$ cat config.mk
export PLATFORM = sky130hd
export DESIGN_NAME = microsequencer
export DESIGN_NICKNAME = d
export VERILOG_FILES = /design/src/rtl/microsequencer.sv
export SDC_FILE = /design/constraint.sdc
export NUM_CORES = 1
export LEC_CHECK = 0
export CAP_MARGIN = 5
export CORE_MARGIN = 10
export CORE_UTILIZATION = 36
export DETAILED_ROUTE_END_ITERATION = 6
export PLACE_DENSITY = 0.8
export SLEW_MARGIN = 0
export SYNTH_ARGS = -nofsm -noshare
export SYNTH_HDL_FRONTEND = slang
export SYNTH_SLANG_ARGS = --single-unit
$ cat constraint.sdc
create_clock -name clk -period 2.11 [get_ports clk]
set_input_delay 0.3165 -clock clk [delete_from_list [all_inputs] [get_ports clk]]
set_output_delay 0.3165 -clock clk [all_outputs]
set_load 0.01 [all_outputs]
$ cat src/rtl/microsequencer.sv
// microsequencer
//
// Sequences the T-states of each instruction, forms the microcode ROM
// address from {opcode, tstate} and feeds the selected microinstruction to
// the control decoder. The decoder's RT encoding in the outgoing word ends
// the instruction early. A free-running 16-bit counter tracks retired
// instructions for bring-up and test.
//
// Build option:
//   USEQ_HARDWIRED_FETCH_EN - when defined, T0/T1 emit fixed fetch words and
//                             the ROM is only consulted from T2 onward. When
//                             undefined, every T-state comes from the ROM.
//
// There is no handshake on this block: the ROM is combinational and the
// decoder consumes one word per clock, so there is no valid/ready pair.
// The sequencing state (tstate) is visible on its own output port.

module microsequencer #(
  parameter logic [15:0] NOP_UINSTR = 16'hF000
) (
  input  logic        clk,
  input  logic        reset,
  input  logic        halt,
  input  logic [7:0]  opcode,
  input  logic [15:0] urom_data,
  output logic [10:0] uaddr,
  output logic [15:0] uinstr,
  output logic [2:0]  tstate,
  output logic [15:0] instr_count
);

  // Fixed fetch words: PC out -> MAR in, then RAM out -> IR in with P+.
  localparam logic [15:0] FETCH_T0_UINSTR = 16'h8020;
  localparam logic [15:0] FETCH_T1_UINSTR = 16'hB440;

  localparam logic [2:0]  TSTATE_FIRST = 3'd0;
  localparam logic [2:0]  TSTATE_LAST  = 3'd7;

  logic [2:0]  tstate_q;
  logic [2:0]  tstate_d;
  logic [15:0] count_q;
  logic [15:0] count_d;
  logic [15:0] uinstr_w;
  logic        rt;
  logic        retire;

  // ROM address is purely combinational; the opcode is not latched here.
  always_comb begin
    uaddr = {opcode, tstate_q};
  end

  // Microinstruction select: NOP while reset/halt, then fetch, then ROM.
  always_comb begin
    uinstr_w = urom_data;
    if (reset || halt) begin
      uinstr_w = NOP_UINSTR;
    end
`ifdef USEQ_HARDWIRED_FETCH_EN
    else if (tstate_q == 3'd0) begin
      uinstr_w = FETCH_T0_UINSTR;
    end
    else if (tstate_q == 3'd1) begin
      uinstr_w = FETCH_T1_UINSTR;
    end
`endif
  end

  // RT decode is taken after the mux so NOP or fetch words never restart.
  always_comb begin
    rt = uinstr_w[15] & uinstr_w[11];
  end

  // Next-state: reset beats halt, halt freezes, RT or T7 retires.
  always_comb begin
    tstate_d = tstate_q;
    count_d  = count_q;
    retire   = 1'b0;
    if (reset) begin
      tstate_d = TSTATE_FIRST;
      count_d  = '0;
    end
    else if (halt) begin
      tstate_d = tstate_q;
      count_d  = count_q;
    end
    else if (rt || (tstate_q == TSTATE_LAST)) begin
      // An RT at T0 is a microcode bug but is allowed to retire anyway.
      retire   = 1'b1;
      tstate_d = TSTATE_FIRST;
      count_d  = count_q + 16'd1;  // wraps silently at 16'hFFFF
    end
    else begin
      tstate_d = tstate_q + 3'd1;
    end
  end

  // State register; reset is folded into the next-state logic above.
  always_ff @(posedge clk) begin
    if (reset) begin
      tstate_q <= TSTATE_FIRST;
      count_q  <= '0;
    end
    else begin
      tstate_q <= tstate_d;
      count_q  <= count_d;
    end
  end

  // Output drive.
  always_comb begin
    uinstr      = uinstr_w;
    tstate      = tstate_q;
    instr_count = count_q;
  end

  // retire is kept as a named event for probing; fold it into nothing else.
  logic retire_unused;
  always_comb begin
    retire_unused = retire;
  end

endmodule

# [Yosys cells after proc, flatten, opt, wreduce, memory -nomap -nowiden]
# Cells that the tools add are included.
[totals] register_bits=19 wordCells=12 inputBits=27
[op_classes] addsub=2 n_mux=2 bitwise=2 eq_ne=1 reduce_logical=3
[ops] cell="$add A16 B1 Y16 const B" n=1
[ops] cell="$mux W16" n=1
[ops] cell="$add A3 B1 Y3 const B" n=1
[ops] cell="$eq A3 B3 Y1 const B" n=1
[ops] cell="$mux W3" n=1
[ops] cell="$logic_or A1 B1 Y1" n=2
[ops] cell="$reduce_and A2 Y1" n=1
[ops] cell="$and A1 B1 Y1" n=1
[ops] cell="$not A1 Y1" n=1

# [Logic depth before layout (Yosys ltp)]
[logic_depth] depth_word=5 depth_mapped=6

# [Least setup slack after synthesis]
# Ideal clock, no wire load.
[synth_timing] path_kind="register -> register" start="reg tstate_q[0] (netlist: tstate[0])" end="reg count_q[10] (netlist: instr_count[10])" synth_period_minus_slack_ns=1.707 setup_slack_ns=0.403 stages_incl_launch_ff=6 t_arrival_ns=1.637 cell_sequence="dfxtp_1 > ha_1 > ha_1 > o2111ai_4 > or4_1 > a21oi_1"
[synth_between] elab_chain_cells=3
[synth_lines] element="from (decl)" line_no="39" rtl="logic [2:0] tstate_q;"
[synth_lines] element="from (signal assigned)" line_no="104" rtl="tstate_q <= tstate_d;"
[synth_lines] element="$eq A3 B3 Y1" line_no="86" rtl="else if (rt || (tstate_q == TSTATE_LAST)) begin"
[synth_lines] element="$logic_or A1 B1 Y1" line_no="86"
[synth_lines] element="$reduce_and A2 Y1 (no source line)"
[synth_lines] element="to (signal assigned)" line_no="105" rtl="count_q <= count_d;"
[synth_lines] element="to (decl)" line_no="41" rtl="logic [15:0] count_q;"
# Every way passes these cells.
# A chain may end at the register's enable or synchronous reset.

# [Worst setup path in the final report]
[layout_timing] start="reg tstate_q[0] (netlist: tstate[0])" end="reg count_q[13] (netlist: instr_count[13])"
# The elaborated chain is that of the path after synthesis.

==> run metrics <==
deepest clock path buffer count=2; Hold Path Class=reg2reg; Cells after Synth=131; Yosys cell types=34; Post-synth EDFFs=0; leak pwr=0.6139 nW; Startpoint Class=register; count leader, synth=dfxtp_1; share of synthesized registers carrying an async set or reset=0%; FF+latch area=380.4 µm²; antenna violations before repair=0; clk_lat worst skew=0.30 ns; Critical Path RT=2.35 ns; vias in the first global route=1135; CTS tree=built; R2R Path Start=tstate[0]; post-synth net total=161; GRT Total Usage=11.60%; Clock Sink Count=19; global route hottest layer=met2; Final setup viols=0; RSZ-0062 raised after global routing=no; Yosys top cell area share=33.55%; Initial DRC Count=47; WS Path Type=reg2reg; Max Freq=522.4 MHz; # H-tree levels=1; hold buffer count at cts=0; VDD IR max=0.3685 mV; Pre-antenna DRT Iters=4; Reg2Reg Depth=5; fin util=57.19%; Fin. Hold Viols=0; Antenna diodes=0; Rel. slew slack=74.21%; IO Count=73; Fillers=273; Combinational Power Share=19.2%; yosys warns=0; Rows=20; switching part of the total=24.48%; DRC Markers=0; met1 GRT Util=12.81%; Core Area=3028 µm²; Final Cycle Share=90.72%; M3 GR Usage=3.892%; status=finished clean; Crit. End Element=register; clk root buf=clkbuf_4; top cells by count, synth=dfxtp_1, and2_1, buf_4; maxcap violations=0; pwr dens=397.1 nW/µm²; sequential power share=53.6%; Reg2Reg Setup Slack=0.20 ns; global route total overflow=0; clock power share=27.2%; hpwl dp=2839 µm; Initial Util=37.44%; Setup crit end=instr_count[13]; Avg Inst Size Synth=8.653 µm²; Synth Register Bits=19; Chip Height=76.12 µm; Worst Skew=0.0009422 ns; max-slew violations=0; crit-path max FO=15; sequential fraction of the synthesis area=33.55%; Antenna Nets Post-Route=0; worst r2r dst=instr_count[13]; WL final=3556 µm; share of cells above drive strength 1=8.152%; total number of vias=1154; non-filler cells in the finished layout=228; global-route wire length before repair=5754 µm; Synth area leaders=dfxtp_1, buf_4, and2_1; Die Wd=76.12 µm; area of the multi-input gates=633.1 µm²; clock period minus final worst setup slack=1.914 ns; Int Power=0.0005193 W; Clock Pin Slew Worst Setup and Hold Paths=0.11 ns; Layout area overhead=52.76%; Die ar.=5793 µm²; Post-CTS Setup Bufs=0; pin count of the biggest net entering global routing=16; M2 GR Usage=21.00%; NumNets Final=215; switching power=0.0001683 W; Post-CTS Resized=2; routed len/inst=15.60 µm; post-synth top area cell=dfxtp_1; placed cell count=224; measured slew at the worst slew-check pin=0.3867 ns; Worst Setup SP=tstate[0]; routability congestion estimate=0.7688; Synth Flop Type=dfxtp_1; CP Data Arrival Time=2.15 ns; Port Buffers=56; Final TNS setup=0 ns; cts bufs inserted=3; vias per cell=5.061; synthesized cell area=1134 µm²
## placed cells by master, fill, tap and decap left out, types with 2 or more instances in the layout
cell type        netlist  final
clkdlybuf4s50_1        0     54
dfxtp_1               19     19
and2_1                13     13
a21oi_1                9      9
buf_4                 11      9
nor2_1                 8      8
or3_1                  7      7
nand3_1                5      5
o31ai_1                5      5
or4_1                  5      5
nor3_1                 4      4
nand2_1                4      4
nand4_1                4      4
inv_1                  3      3
xor2_1                 3      3
xnor2_1                3      3
mux2i_1                3      3
ha_1                   3      3
clkbuf_4               0      3
and4_1                 2      2
o21ai_0                2      2
dlygate4sd2_1          0      2
## flip-flops by register name, summed over array words and instances, names as in the netlist
| name | count |
|---|---|
| instr_count | 16 |
| tstate | 3 |
## cell families after synthesis
logic type / Yosys count / share of synthesized area, %
adders and majority gates: 3 / 3.312
buffers and inverters: 19 / 10.60
xor gates and xnor gates: 6 / 4.637
DFF: 19 / 33.55
AOI/OAI and AO/OA: 24 / 15.56
and+or+nand+nor: 56 / 28.70
muxes: 4 / 3.642
## power groups by stage
stage	combinational, W	sequential, W	clock, W
2_1_floorplan	0.0000628	0.000378	0
3_3_place_gp	0.000131	0.000376	0
6_report	0.000132	0.000369	0.000187
5_1_grt	0.000141	0.000370	0.000201
4_1_cts	0.000134	0.000369	0.000192
3_5_place_dp	0.000135	0.000377	0
## worst min path at each step
stage	from	end	slack, ns	cells after the start
2_1_floorplan	instr_count[15]	instr_count[15]	0.50	2
3_3_place_gp	instr_count[15]	instr_count[15]	0.47	2
3_5_place_dp	instr_count[15]	instr_count[15]	0.48	2
4_1_cts	instr_count[15]	instr_count[15]	0.50	2
5_1_grt	instr_count[15]	instr_count[15]	0.53	2
6_report	instr_count[15]	instr_count[15]	0.50	2
## layout make-up
type / instances / area share [%]
clock buffer: 4 / 1.517
multi-input combinational: 93 / 36.56
inverter: 3 / 0.6503
timing repair buffer: 65 / 36.13
sequential: 19 / 21.97
tap: 44 / 3.179
## routing by layer
metal  share of wire (%)  up-vias  wire length [µm]
met4                0.70        0                25
met5                   0        -                 0
met2                  54       27              1904
met3                 5.1        6               182
met1                  41      550              1444
li1                    -      571                 -
## critical path, cell delays in order, from the launching register on
cell	delay, ns
dfxtp_1	0.40
ha_1	0.17
ha_1	0.30
o2111ai_4	0.26
or4_1	0.57
a21oi_1	0.15
## through the flow
| step | cell area, µm² | hold slack [ns] | power [W] | setup WS (ns) |
|---|---|---|---|---|
| 6_report | 1732 | 0.4989 | 0.0006876 | 0.1958 |
| 5_1_grt | 1732 | 0.5330 | 0.0007120 | 0.04978 |
| 4_1_cts | 1732 | 0.4992 | 0.0006942 | 0.1882 |
| 3_5_place_dp | 1708 | 0.4840 | 0.0005114 | -0.06971 |
| 3_3_place_gp | 1708 | 0.4658 | 0.0005068 | -0.001857 |
| 2_1_floorplan | 1134 | 0.4959 | 0.0004412 | 0.4029 |
No activity file was read; power rests on OpenSTA's default activity.
